[src/rtl/dsp_mult_signed.sv]
`default_nettype none
// +--------------------------------------------------------------------------+
// | Module      : dsp_mult_signed                                            |
// | Description : Pipelined signed multiplier with carry-in,                 |
// |               p = a*b + carryin. Shaped to map onto a single iCE40       |
// |               SB_MAC16 tile: input registers, multiply, carry add,       |
// |               output register.                                           |
// | Revision    : 1.0 - initial release                                      |
// +--------------------------------------------------------------------------+
// | Ports                                                                    |
// |   clk      in   1        single clock, all state on rising edge          |
// |   rst      in   1        asynchronous reset, active-low (0 = reset)      |
// |   a        in   A_WIDTH  signed multiplicand                             |
// |   b        in   B_WIDTH  signed multiplier                               |
// |   carryin  in   1        unsigned +1 added at the result LSB             |
// |   p        out  P_WIDTH  signed result a*b+carryin, registered           |
// | Parameters                                                               |
// |   A_WIDTH, B_WIDTH : operand widths (two's complement)                   |
// |   P_WIDTH          : result width, must be >= A_WIDTH+B_WIDTH            |
// | Build option                                                             |
// |   DSP_MULT_PIPE_EN : when defined, adds a product register between the   |
// |                      multiplier and the carry adder (latency 3 instead   |
// |                      of 2). Results are identical in both builds.        |
// +--------------------------------------------------------------------------+
module dsp_mult_signed #(
  parameter int A_WIDTH = 16,
  parameter int B_WIDTH = 16,
  parameter int P_WIDTH = 32
) (
  input  logic                      clk,
  input  logic                      rst,
  input  logic signed [A_WIDTH-1:0] a,
  input  logic signed [B_WIDTH-1:0] b,
  input  logic                      carryin,
  output logic signed [P_WIDTH-1:0] p
);

  localparam int M_WIDTH = A_WIDTH + B_WIDTH;

  // Stage 1: operand and carry registers
  logic signed [A_WIDTH-1:0] a_d, a_q;
  logic signed [B_WIDTH-1:0] b_d, b_q;
  logic                      c_d, c_q;

  // Multiply datapath (combinational between stage 1 and the next register)
  logic signed [M_WIDTH-1:0] a_ext;
  logic signed [M_WIDTH-1:0] b_ext;
  logic signed [M_WIDTH-1:0] mult_full;
  logic signed [P_WIDTH-1:0] mult_ext;

  // Output register
  logic signed [P_WIDTH-1:0] p_d, p_q;

  // --------------------------------------------------------------------------
  // Stage 1 next-state
  // --------------------------------------------------------------------------
  always_comb begin
    a_d = a;
    b_d = b;
    c_d = carryin;
  end

  // --------------------------------------------------------------------------
  // Full-precision signed product. Both operands are sign-extended to the
  // product width first so the multiply is done entirely at M_WIDTH; the
  // low M_WIDTH bits of that product are exact for any pair of operands.
  // The result is then sign-extended to P_WIDTH (a no-op when equal).
  // --------------------------------------------------------------------------
  always_comb begin
    a_ext                  = {{B_WIDTH{a_q[A_WIDTH-1]}}, a_q};
    b_ext                  = {{A_WIDTH{b_q[B_WIDTH-1]}}, b_q};
    mult_full              = a_ext * b_ext;
    mult_ext               = {P_WIDTH{mult_full[M_WIDTH-1]}};
    mult_ext[M_WIDTH-1:0]  = mult_full;
  end

`ifdef DSP_MULT_PIPE_EN
  // --------------------------------------------------------------------------
  // Pipelined build: product and its carry travel together through an
  // extra register so the carry still lines up with its own product.
  // --------------------------------------------------------------------------
  logic signed [P_WIDTH-1:0] prod_d, prod_q;
  logic                      c2_d, c2_q;
  logic signed [P_WIDTH-1:0] carry_ext;

  always_comb begin
    prod_d = mult_ext;
    c2_d   = c_q;
  end

  always_comb begin
    // carryin is an unsigned +1, so it is zero-extended
    carry_ext = {{(P_WIDTH-1){1'b0}}, c2_q};
    p_d       = prod_q + carry_ext;
  end

  always_ff @(posedge clk or negedge rst) begin
    if (!rst) begin
      prod_q <= '0;
      c2_q   <= 1'b0;
    end else begin
      prod_q <= prod_d;
      c2_q   <= c2_d;
    end
  end
`else
  // --------------------------------------------------------------------------
  // Default build: carry add directly after the multiplier.
  // --------------------------------------------------------------------------
  logic signed [P_WIDTH-1:0] carry_ext;

  always_comb begin
    // carryin is an unsigned +1, so it is zero-extended
    carry_ext = {{(P_WIDTH-1){1'b0}}, c_q};
    p_d       = mult_ext + carry_ext;
  end
`endif

  // --------------------------------------------------------------------------
  // Stage 1 and output registers. Reset clears everything asynchronously so
  // p reads 0 immediately and any in-flight operands are discarded.
  // --------------------------------------------------------------------------
  always_ff @(posedge clk or negedge rst) begin
    if (!rst) begin
      a_q <= '0;
      b_q <= '0;
      c_q <= 1'b0;
      p_q <= '0;
    end else begin
      a_q <= a_d;
      b_q <= b_d;
      c_q <= c_d;
      p_q <= p_d;
    end
  end

  assign p = p_q;

endmodule
`default_nettype wire

[config.mk]
export PLATFORM = sky130hd
export DESIGN_NAME = dsp_mult_signed
export DESIGN_NICKNAME = d
export VERILOG_FILES = /design/src/rtl/dsp_mult_signed.sv
export SDC_FILE = /design/constraint.sdc
export NUM_CORES = 1
export LEC_CHECK = 0
export BUFFER_PORTS_ARGS = -buffer_cell sky130_fd_sc_hd__buf_4
export CAP_MARGIN = 20
export CORE_ASPECT_RATIO = 1.25
export CORE_MARGIN = 3
export CORE_UTILIZATION = 35
export CTS_BUF_LIST = sky130_fd_sc_hd__clkbuf_4
export DETAILED_ROUTE_END_ITERATION = 16
export PLACE_DENSITY_LB_ADDON = 0.2
export SLEW_MARGIN = 20
export SYNTH_ARGS = -nofsm -noshare
export SYNTH_HDL_FRONTEND = slang
export SYNTH_SLANG_ARGS = --single-unit
[constraint.sdc]
create_clock -name clk -period 9.5 [get_ports clk]
set_input_delay 0 -clock clk [delete_from_list [all_inputs] [get_ports clk]]
set_output_delay 0 -clock clk [all_outputs]
set_load 0.01 [all_outputs]
* Word-level counts from Yosys, hierarchy flattened
Cells that the tools add are included.
W data, S select, Z words.
** Word-level totals
- Bits in registers :: 65
- Input port bits :: 35
- Output and inout port bits :: 32
- Logic and storage cells :: 6
** Operators by class
- Add/subtract/negate cells :: 1
- Multiply operators :: 1
** Operators with widths (count)
- $add A32 B2 Y32 :: 1
- $mul A16 B16 Y32 :: 1

* Longest topological paths before layout
- Depth in word-level cells :: 2
- Mapped depth :: 23
- Depth with buffers taken out :: 21

* Worst setup path before layout
No wires, ideal clock.
- Kind :: register to register
- Start point :: reg a_q[15]
- End point :: reg p_q[31] (netlist: p[31])
- Library setup time :: 0.120 ns
- Arrival time :: 5.754 ns
- Data required time :: 9.380 ns
- Slack :: 3.626 ns
- Cell stages (with the launch flop) :: 21
- Cell sequence :: dfrtp_1 -> clkbuf_1 -> nand2_1 -> inv_1 -> fa_1 -> fa_1 -> inv_1 -> fa_1 -> fa_1 -> fa_1 -> fa_1 -> inv_1 -> ha_1 -> a211oi_4 -> nand2_1 -> o21ai_0 -> nor2_1 -> o21ai_1 -> a31oi_2 -> mux2i_1 -> and4_1
** On the way
- Longest elaborated chain between the ends :: 2
** Ends and longest elaborated chain
- from (decl) :: line 41 : logic signed [A_WIDTH-1:0] a_d, a_q;
- from (signal assigned) :: line 125 : a_q <= '0;
- from (signal assigned) :: line 130 : a_q <= a_d;
- $mul A16 B16 Y32 :: line 72 : mult_full = a_ext * b_ext;
- $add A32 B2 Y32 :: line 115 : p_d = mult_ext + carry_ext;
- net p_d[31] :: line 52 : logic signed [P_WIDTH-1:0] p_d, p_q;
- to (signal assigned) :: line 133 : p_q <= p_d;
- to (decl) :: line 52
The timed path passes the listed nets, and every way through them passes these cells.

* Worst setup path after layout
- Start point :: reg b_q[1]
- End point :: reg p_q[31] (netlist: p[31])
** On the way
- Longest elaborated chain between the ends :: 2
** Ends and longest elaborated chain
- from (decl) :: line 42 : logic signed [B_WIDTH-1:0] b_d, b_q;
- from (signal assigned) :: line 126 : b_q <= '0;
- from (signal assigned) :: line 131 : b_q <= b_d;
- $mul A16 B16 Y32 :: line 72
- $add A32 B2 Y32 :: line 115
- net p_d[31] :: line 52
The timed path passes the listed nets, and every way through them passes these cells.

==> run summary <==
Slew Limit Fails: 0
CTS tree: yes
Crit Reg-Reg Endpoint: p[31]
final setup violation count: 0
clock slew at reported path FFs: 150 ps
worst-path maximum fanout: 16
r2r setup slk: 2960 ps
worst hold slack: 162 ps
Hold Violations, Final: 0
library cells used by synthesis: 54
die width: 169 um
detailed-route DRC error count: 0
number of flops mapped to enable cells by yosys: 0
H-tree depth: 3
drt wl/cell: 17.2 um
outcome: completed
Top Ports: 67
ys flop type: dfrtp_1
post-DP HPWL: 23.1 mm
Root Buffer: clkbuf_4
layout cells sized above 1: 7.90%
first-pass GRT wire length: 47.2 mm
crit share post-route: 68.8%
DIE AREA: 35,600 um^2
Setup Skew: 37.0 ps
number of port buffers: 66
DRT iter0 DRCs: 210
CP Capture Type: register
First-pass DRT Iterations: 5
Setup Total Neg Slack: 0 ps
R2R depth: 19
vias in the first global route: 8,966
relative slew slack: 40.7%
CP Data Arrival Time: 6970 ps
GRT Util Overall: 17.4%
Post-Syn Instances: 1,182
Setup CP Type: reg2reg
grt ovf: 0
area of the core: 32,800 um^2
Syn-to-layout area delta: 11.9%
worst hold path type: in2async
unrepaired setup endpoints after global routing: false
Initial Util: 35.6%
Fmax achieved: 0.153 GHz
number of CTS-inserted buffers: 9
mapped cell area: 11,700 um^2
clk buf depth: 2
post-route ant nets: 0
Post-Route Utilization: 39.9%
Period minus WS final: 6540 ps
detailed-route wire length: 29.0 mm
FILL cells: 3,372
syn nets: 1,563
final net count: 1,643
Startpoint Class: register
synthesis-stage register bit count: 65
largest net degree at the start of global routing: 66
initial antenna violation count: 1
async set-reset flop share out of synthesis: 100%
clk sinks: 65
CP endpoint: p[31]
max_cap viols: 0
row count: 74
Clk Latency, worst-skew pair: 480 ps
syn_area_per_cell: 9.88 um^2
final RePlAce weighted congestion: 0.831
register area share after synthesis: 13.9%
via count: 7,903
Worst-Margin Slew: 889 ps
Reg-to-Reg Start: b_q[1]
post-synth top area share: 45.1%
area leader, netlist: fa_1
Die Ht: 210 um
Yosys Warn Count: 0
crit path launch: b_q[1]
Area contributors post-synth: fa_1, dfrtp_1, inv_1
CP Data Required Time: 9930 ps
DR vias/cell: 4.69
cells by family (layout without fill, tap and decap cells):
kind of cell,Yosys count,in the layout,synth area share [%]
muxes,2,2,0.182
adders and majority gates,346,346,54.0
other,0,2,0
buffers and inverters,340,424,10.9
and+or+nand+nor,325,325,14.2
DFF,65,65,13.9
xor gates and xnor gates,29,29,2.18
AOI/OAI and AO/OA,75,75,4.56
critical path, stage by stage, from the launching register on:
cell and delay [ps]:
dfrtp_1 830, nand2_1 210, inv_1 170, fa_1 540, fa_1 850, inv_1 150
fa_1 500, fa_1 570, fa_1 430, fa_1 480, inv_1 40, ha_1 350
a211oi_4 330, nand2_1 80, o21ai_0 200, nor2_1 100, o21ai_1 170, a31oi_2 170
mux2i_1 160, and4_1 170
sequential cells by signal (all words and copies together) (netlist names):
register / flops
a_q: 16
b_q: 16
c_q: 1
p: 32
per-layer routing:
layer	GRT usage (%)	part of all wire, %	vias up
li1	-	-	3600
met1	19.6	37	4152
met2	34.0	58	110
met3	1.95	2.3	41
met4	5.47	3.1	0
met5	0	0	-
final cells by class:
cell class              count  area [um^2]  share of cell area [%]
diodes                      2         5.00                  0.0383
clock buffers              10         75.1                   0.575
clock inverters             5         56.3                   0.431
inverters                 307         1150                    8.82
multi-input cells         777         8770                    67.2
flip-flops and latches     65         1630                    12.5
well taps                 418          523                    4.00
repair buffers            102          851                    6.51
cells in the mapped netlist (all sizes together) (2+ instances only):
library cell / count
a21o: 9
nor3: 11
a21oi: 19
a31oi: 3
a211o: 3
o21a: 2
a21boi: 4
dfrtp: 65
fa: 263
nand2b: 7
o21bai: 7
nand3: 8
clkbuf: 33
xnor2: 22
and2: 132
a211oi: 6
and3: 2
xor2: 7
ha: 83
o21ai: 15
o31ai: 3
nor2: 32
nand2: 123
inv: 307
worst min-delay path by stage:
| stage | from | end | slack [ps] | cells after the start |
|---|---|---|---|---|
| finish | rst | a_q[6] | 160 | 2 |
| global route | b[12] | b_q[12] | 140 | 2 |
| detailed placement | a[5] | a_q[5] | 110 | 1 |
| floorplan | rst | a_q[0] | -300 | 0 |
| global placement | b[15] | b_q[15] | 110 | 1 |
| CTS | a[5] | a_q[5] | 120 | 2 |
cells in the final DEF (no fill, tap or decap), drive strengths merged, types with 2 or more instances in the layout:
cell         synthesis  final
inv                307    308
fa                 263    263
and2               132    132
nand2              123    123
ha                  83     83
buf                  0     68
dfrtp               65     65
dlygate4sd3          0     34
nor2                32     32
xnor2               22     22
a21oi               19     19
o21ai               15     15
nor3                11     11
clkbuf              33     10
a21o                 9      9
nand3                8      8
nand2b               7      7
o21bai               7      7
xor2                 7      7
a211oi               6      6
a21boi               4      4
a211o                3      3
o31ai                3      3
a31oi                3      3
clkinv               0      3
diode                0      2
o21a                 2      2
and3                 2      2
repair_timing:
action                    in CTS  in global routing
buffers inserted               0                  0
hold endpoints to repair      98                  0
hold buffers                  34                  0
gates resized for setup        0                  0
metrics by stage:
step / area (um^2) / setup slack, ps / std cells
finish: 13100 / 2960 / 1686
floorplan: 11700 / 3630 / 1182
global route: 13100 / 2550 / 1686
global placement: 12600 / 2970 / 1635
CTS: 13100 / 2920 / 1684
detailed placement: 12600 / 2940 / 1635
Power is not shown: default switching activity piles up to over one toggle a cycle in this logic, so the estimate is an artifact.
